--- src/rtl/joint_histogram_reader.sv ---
// Joint histogram read-out engine: walks every bin in raster order, streams counts
// on a valid/ready port through a 2-entry FIFO and optionally clears each bin after reading.
module joint_histogram_reader #(
    parameter int BINS          = 16,
    parameter int CNT_W         = 16,
    parameter int CLEAR_ON_READ = 1,
    localparam int XW     = $clog2(BINS),
    localparam int ADDR_W = 2 * XW
) (
    input  logic              clk,
    input  logic              rst,
    input  logic              read_en,
    output logic              mem_re,
    output logic [ADDR_W-1:0] mem_raddr,
    input  logic [CNT_W-1:0]  mem_rdata,
    output logic              mem_we,
    output logic [ADDR_W-1:0] mem_waddr,
    output logic [CNT_W-1:0]  mem_wdata,
    output logic              bin_valid,
    input  logic              bin_ready,
    output logic [CNT_W-1:0]  bin_data,
    output logic [XW-1:0]     bin_x,
    output logic [XW-1:0]     bin_y,
    output logic              bin_last,
    output logic              done_read,
    output logic              busy
);

    localparam int                LAST_I    = BINS * BINS - 1;
    localparam logic [ADDR_W:0]   LAST_CNT  = LAST_I[ADDR_W:0];
    localparam logic [ADDR_W-1:0] LAST_ADDR = LAST_I[ADDR_W-1:0];

    typedef enum logic [2:0] {
        S_IDLE,
        S_RUN,
        S_DRAIN,
        S_DONE,
        S_WAIT_LOW
    } state_t;

    state_t            r_state;
    state_t            w_next;
    logic [ADDR_W:0]   r_cnt;
    logic              r_inflight;
    logic [ADDR_W-1:0] r_inf_addr;
    logic [CNT_W-1:0]  r_fdata [2];
    logic [ADDR_W-1:0] r_faddr [2];
    logic              r_wr;
    logic              r_rd;
    logic [1:0]        r_count;

    logic              w_active;
    logic              w_abort;
    logic              w_push;
    logic              w_pop;
    logic              w_issue;
    logic              w_drained;
    logic [2:0]        w_occ;
    logic [ADDR_W-1:0] w_head;

    assign w_active = (r_state == S_RUN) || (r_state == S_DRAIN);
    assign w_abort  = w_active && !read_en;
    assign bin_valid = (r_count != 2'd0);
    assign w_pop    = bin_valid && bin_ready;
    assign w_push   = r_inflight && !w_abort;

    // Credit counts the slot freed by a same-cycle pop so a steady stream runs at one bin per cycle.
    assign w_occ    = {1'b0, r_count} + {2'b00, r_inflight} - {2'b00, w_pop};
    assign w_issue  = (r_state == S_RUN) && read_en && (w_occ < 3'd2);
    assign w_drained = !r_inflight && ((r_count == 2'd0) || ((r_count == 2'd1) && w_pop));

    assign mem_re    = w_issue;
    assign mem_raddr = r_cnt[ADDR_W-1:0];
    assign mem_we    = (CLEAR_ON_READ != 0) && r_inflight;
    assign mem_waddr = r_inf_addr;
    assign mem_wdata = '0;

    assign w_head    = r_faddr[r_rd];
    assign bin_data  = r_fdata[r_rd];
    assign bin_x     = w_head[XW-1:0];
    assign bin_y     = w_head[ADDR_W-1:XW];
    assign bin_last  = bin_valid && (w_head == LAST_ADDR);
    assign done_read = (r_state == S_DONE);
    assign busy      = w_active;

    always_comb begin
        w_next = r_state;
        case (r_state)
            S_IDLE:     if (read_en) w_next = S_RUN;
            S_RUN: begin
                if (!read_en)                               w_next = S_IDLE;
                else if (w_issue && (r_cnt == LAST_CNT))    w_next = S_DRAIN;
            end
            S_DRAIN: begin
                if (!read_en)       w_next = S_IDLE;
                else if (w_drained) w_next = S_DONE;
            end
            S_DONE:     w_next = read_en ? S_WAIT_LOW : S_IDLE;
            S_WAIT_LOW: if (!read_en) w_next = S_IDLE;
            default:    w_next = S_IDLE;
        endcase
    end

    always_ff @(posedge clk) begin
        if (rst) begin
            r_state    <= S_IDLE;
            r_cnt      <= '0;
            r_inflight <= 1'b0;
            r_inf_addr <= '0;
            r_fdata[0] <= '0;
            r_fdata[1] <= '0;
            r_faddr[0] <= '0;
            r_faddr[1] <= '0;
            r_wr       <= 1'b0;
            r_rd       <= 1'b0;
            r_count    <= 2'd0;
        end else begin
            r_state <= w_next;
            if (r_state == S_IDLE)
                r_cnt <= '0;
            else if (w_issue)
                r_cnt <= r_cnt + 1'b1;

            // Abort drops the landing read and the queued bins; its clear write still goes out this cycle.
            if (w_abort) begin
                r_inflight <= 1'b0;
                r_wr       <= 1'b0;
                r_rd       <= 1'b0;
                r_count    <= 2'd0;
            end else begin
                r_inflight <= w_issue;
                if (w_issue)
                    r_inf_addr <= r_cnt[ADDR_W-1:0];
                if (w_push) begin
                    r_fdata[r_wr] <= mem_rdata;
                    r_faddr[r_wr] <= r_inf_addr;
                    r_wr          <= ~r_wr;
                end
                if (w_pop)
                    r_rd <= ~r_rd;
                r_count <= r_count + {1'b0, w_push} - {1'b0, w_pop};
            end
        end
    end

endmodule

--- config.mk ---
export PLATFORM = sky130hd
export DESIGN_NAME = joint_histogram_reader
export DESIGN_NICKNAME = d
export VERILOG_FILES = /design/src/rtl/joint_histogram_reader.sv
export SDC_FILE = /design/constraint.sdc
export NUM_CORES = 1
export LEC_CHECK = 0
export ABC_AREA = 0
export CELL_PAD_IN_SITES_DETAIL_PLACEMENT = 1
export CELL_PAD_IN_SITES_GLOBAL_PLACEMENT = 1
export CORE_MARGIN = 2
export CORE_UTILIZATION = 39
export DETAILED_ROUTE_END_ITERATION = 10
export PLACE_DENSITY_LB_ADDON = 0.1
export SYNTH_ARGS = -nofsm -noshare
export SYNTH_HDL_FRONTEND = slang
export SYNTH_SLANG_ARGS = --single-unit
--- constraint.sdc ---
create_clock -name clk -period 3 [get_ports clk]
set_clock_uncertainty 0.05 [all_clocks]
set_input_delay 0.45 -clock clk [delete_from_list [all_inputs] [get_ports clk]]
set_output_delay 0.45 -clock clk [all_outputs]
set_load 0.1 [all_outputs]
==> impl_metrics.csv <==
group,metric,value,unit
global_routing,grt_first_pass_wirelength,12.4,mm
global_routing,grt_usage,0.163,
finish,utilization,0.526,
logic_synthesis,syn_inst,315,
logic_synthesis,synth_edf_count,48,
routing,drc,0,
timing,slew_violations,0,
floorplanning,die_h,99.6,um
routing,detail_route.first_pass.iterations,4,
setup_path,crit_type,"in -> out",
timing,tns,0,ps
logic_synthesis,synth-seq-cells,74,
run,drv_cap,0,
power,peakVddDrop,0.189,mV
timing,tightest_slew,613,ps
logic_synthesis,synth.cell_area,3560,sq um
routing,wire_per_inst,15.5,um
placement,place_area,4450,sq um
clocking,cts_tree,"done",
logic_synthesis,synth.area.top_cells,"edfxtp_1, dfxtp_1, and2_1",
floorplanning,dieArea,9910,sq um
logic_synthesis,synth_warnings,0,
routing,ant_nets,0,
timing,setup_viol,0,
hold_path,worstHoldPathType,"reg -> reg",
clocking,clkSinkCount,74,
finish,areaGrowthSynthToFinish,30.1,%
clocking,cts-htree-levels,3,
placement,portBuffers,65,
timing,fin_crit_sh,0.956,
timing,rsz0062_at_grt,"no",
floorplanning,start_util,0.404,
logic_synthesis,synth_top_area_frac,0.405,
logic_synthesis,async_flop_share,0,
clocking,cts_made_buffers,9,
logic_synthesis,ys.flop_type,"edfxtp_1",
setup_path,cp-end-kind,"output port",
clocking,clockBufferDepth,2,
placement,gp_congestion,0.796,
finish,fin_area,4630,sq um
setup_path,startpoint_type,"input pin",
clocking,clk_pin_slew,80,ps
global_routing,overflow,0,
timing,max_freq,0.349,GHz
clocking,postCtsHoldBufs,0,
timing,hold_viol_final,0,
routing,wirelength,7.58,mm
finish,layout-drive-gt1-share,0.283,
setup_path,crit_fanout,4,
floorplanning,io_pins,82,
finish,final_cell_mix,"and2_1, edfxtp_1, buf_4",
routing,num_vias,2415,
timing,min_period,2870,ps
power,power_density,579,nW/um^2
clocking,cts-root-buf,"clkbuf_8",
timing,max_slew_margin,0.591,
logic_synthesis,yosysTopAreaCell,"edfxtp_1",
routing,vias_per_cell,4.93,
setup_path,crit_arrival,2370,ps
placement,dp_hpwl,5.26,mm
global_routing,antenna_found_initial,0,
status,outcome,"finished, final reports clean",
finish,nets,401,
logic_synthesis,synth_cell_types,45,
floorplanning,core_area,8810,sq um
setup_path,reg2reg_slack,650,ps
floorplanning,die_w,99.6,um
clocking,insertion_delay,350,ps
routing,first_iter_violations,36,
logic_synthesis,yosysSeqAreaShare,0.551,
floorplanning,row_count,34,
global_routing,grt_pass1_vias,2499,
power,static-leakage-power,1.84,nW
logic_synthesis,avgSynthCellArea,11.3,sq um
setup_path,critPathRequiredTime,2500,ps
global_routing,grt_max_degree,29,
finish,final_common_cell,"and2_1",
finish,diodes,0,
==> cell usage after synthesis (2+ instances only) <==
| cell type | n |
|---|---|
| and2_1 | 49 |
| edfxtp_1 | 48 |
| dfxtp_1 | 26 |
| nand2_1 | 25 |
| buf_4 | 24 |
| mux2_2 | 23 |
| nor2_1 | 19 |
| a21oi_1 | 17 |
| buf_2 | 9 |
| clkbuf_1 | 5 |
| nand3_1 | 5 |
| nor3_1 | 5 |
| o21ai_0 | 5 |
| xnor2_1 | 5 |
| xor2_1 | 5 |
| and3_1 | 4 |
| nand4_1 | 4 |
| ha_1 | 3 |
| inv_1 | 3 |
| nor2b_1 | 3 |
| or2_2 | 3 |
| or3_1 | 2 |
==> state kept, by name (all words and copies together) (netlist names), named ones only <==
name       count
mem_we         1
r_rd           1
r_state        3
r_faddr       16
r_cnt          9
mem_waddr      8
r_count        2
r_fdata       32
r_wr           1
==> where the power goes <==
group          switching (mW)  internal [mW]
clock                   0.360          0.358
combinational           0.557          0.257
sequential             0.0260           1.13
total                   0.942           1.74
==> layer usage <==
| layer | share of wire | wire [um] | global-route usage | vias up |
|---|---|---|---|---|
| met2 | 0.49 | 3750 | 0.272 | 64 |
| met3 | 0.052 | 393 | 0.0520 | 9 |
| met5 | 0 | 0 | 0 | - |
| met4 | 0.013 | 99 | 0.0643 | 0 |
| li1 | - | - | - | 1165 |
| met1 | 0.44 | 3340 | 0.197 | 1177 |
==> worst paths after layout <==
kind / from / to / cells past startpoint
worst max register to register: r_count[1]$_SDFF_PP0_ / r_cnt[5]$_SDFFE_PP0N_ / 9
worst max-delay path: bin_ready / mem_re / 9
worst min-delay path: mem_waddr[2]$_SDFFE_PP0P_ / mem_waddr[2]$_SDFFE_PP0P_ / 2
worst min register to register: mem_waddr[2]$_SDFFE_PP0P_ / mem_waddr[2]$_SDFFE_PP0P_ / 2
==> what timing repair did <==
item / CTS / global route
resized for setup: 0 / 1
setup endpoints to repair: 0 / 1
setup buffers: 0 / 0
==> worst max-delay path, cell delays in order <==
cell             delay, ps
clkdlybuf4s50_1        510
nand2_1                 60
nor2_1                 140
o21ai_0                140
fa_1                   450
xnor2_2                240
nand3_4                110
inv_2                  100
buf_12                 170
==> cell families after synthesis <==
| group | share of synthesized area |
|---|---|
| compound gates | 0.0531 |
| mux | 0.0727 |
| other cells | 0.00105 |
| flops | 0.551 |
| buf+inv | 0.0738 |
| fa+ha+maj | 0.0190 |
| xor+xnor | 0.0292 |
| simple gates | 0.200 |
==> area by class of cell <==
| type | instances | area (sq um) |
|---|---|---|
| inverter | 4 | 15.0 |
| clock inverter | 4 | 23.8 |
| multi-input combinational | 213 | 1400 |
| clock buffer | 12 | 160 |
| timing repair buffer | 75 | 936 |
| fill | 909 | 4170 |
| sequential | 74 | 1960 |
| tap | 108 | 135 |
==> metrics by stage <==
stage / hold slack, ps / total power [mW] / setup WS (ps) / instances
6_report: 447 / 2.68 / 131 / 490
5_1_grt: 490 / 2.78 / 12.5 / 490
4_1_cts: 454 / 2.72 / 109 / 490
3_5_place_dp: 443 / 1.99 / 102 / 474
3_3_place_gp: 433 / 1.99 / 149 / 474
2_1_floorplan: 413 / 1.75 / 100 / 330
Note: power is estimated with default switching activity, not from simulation.
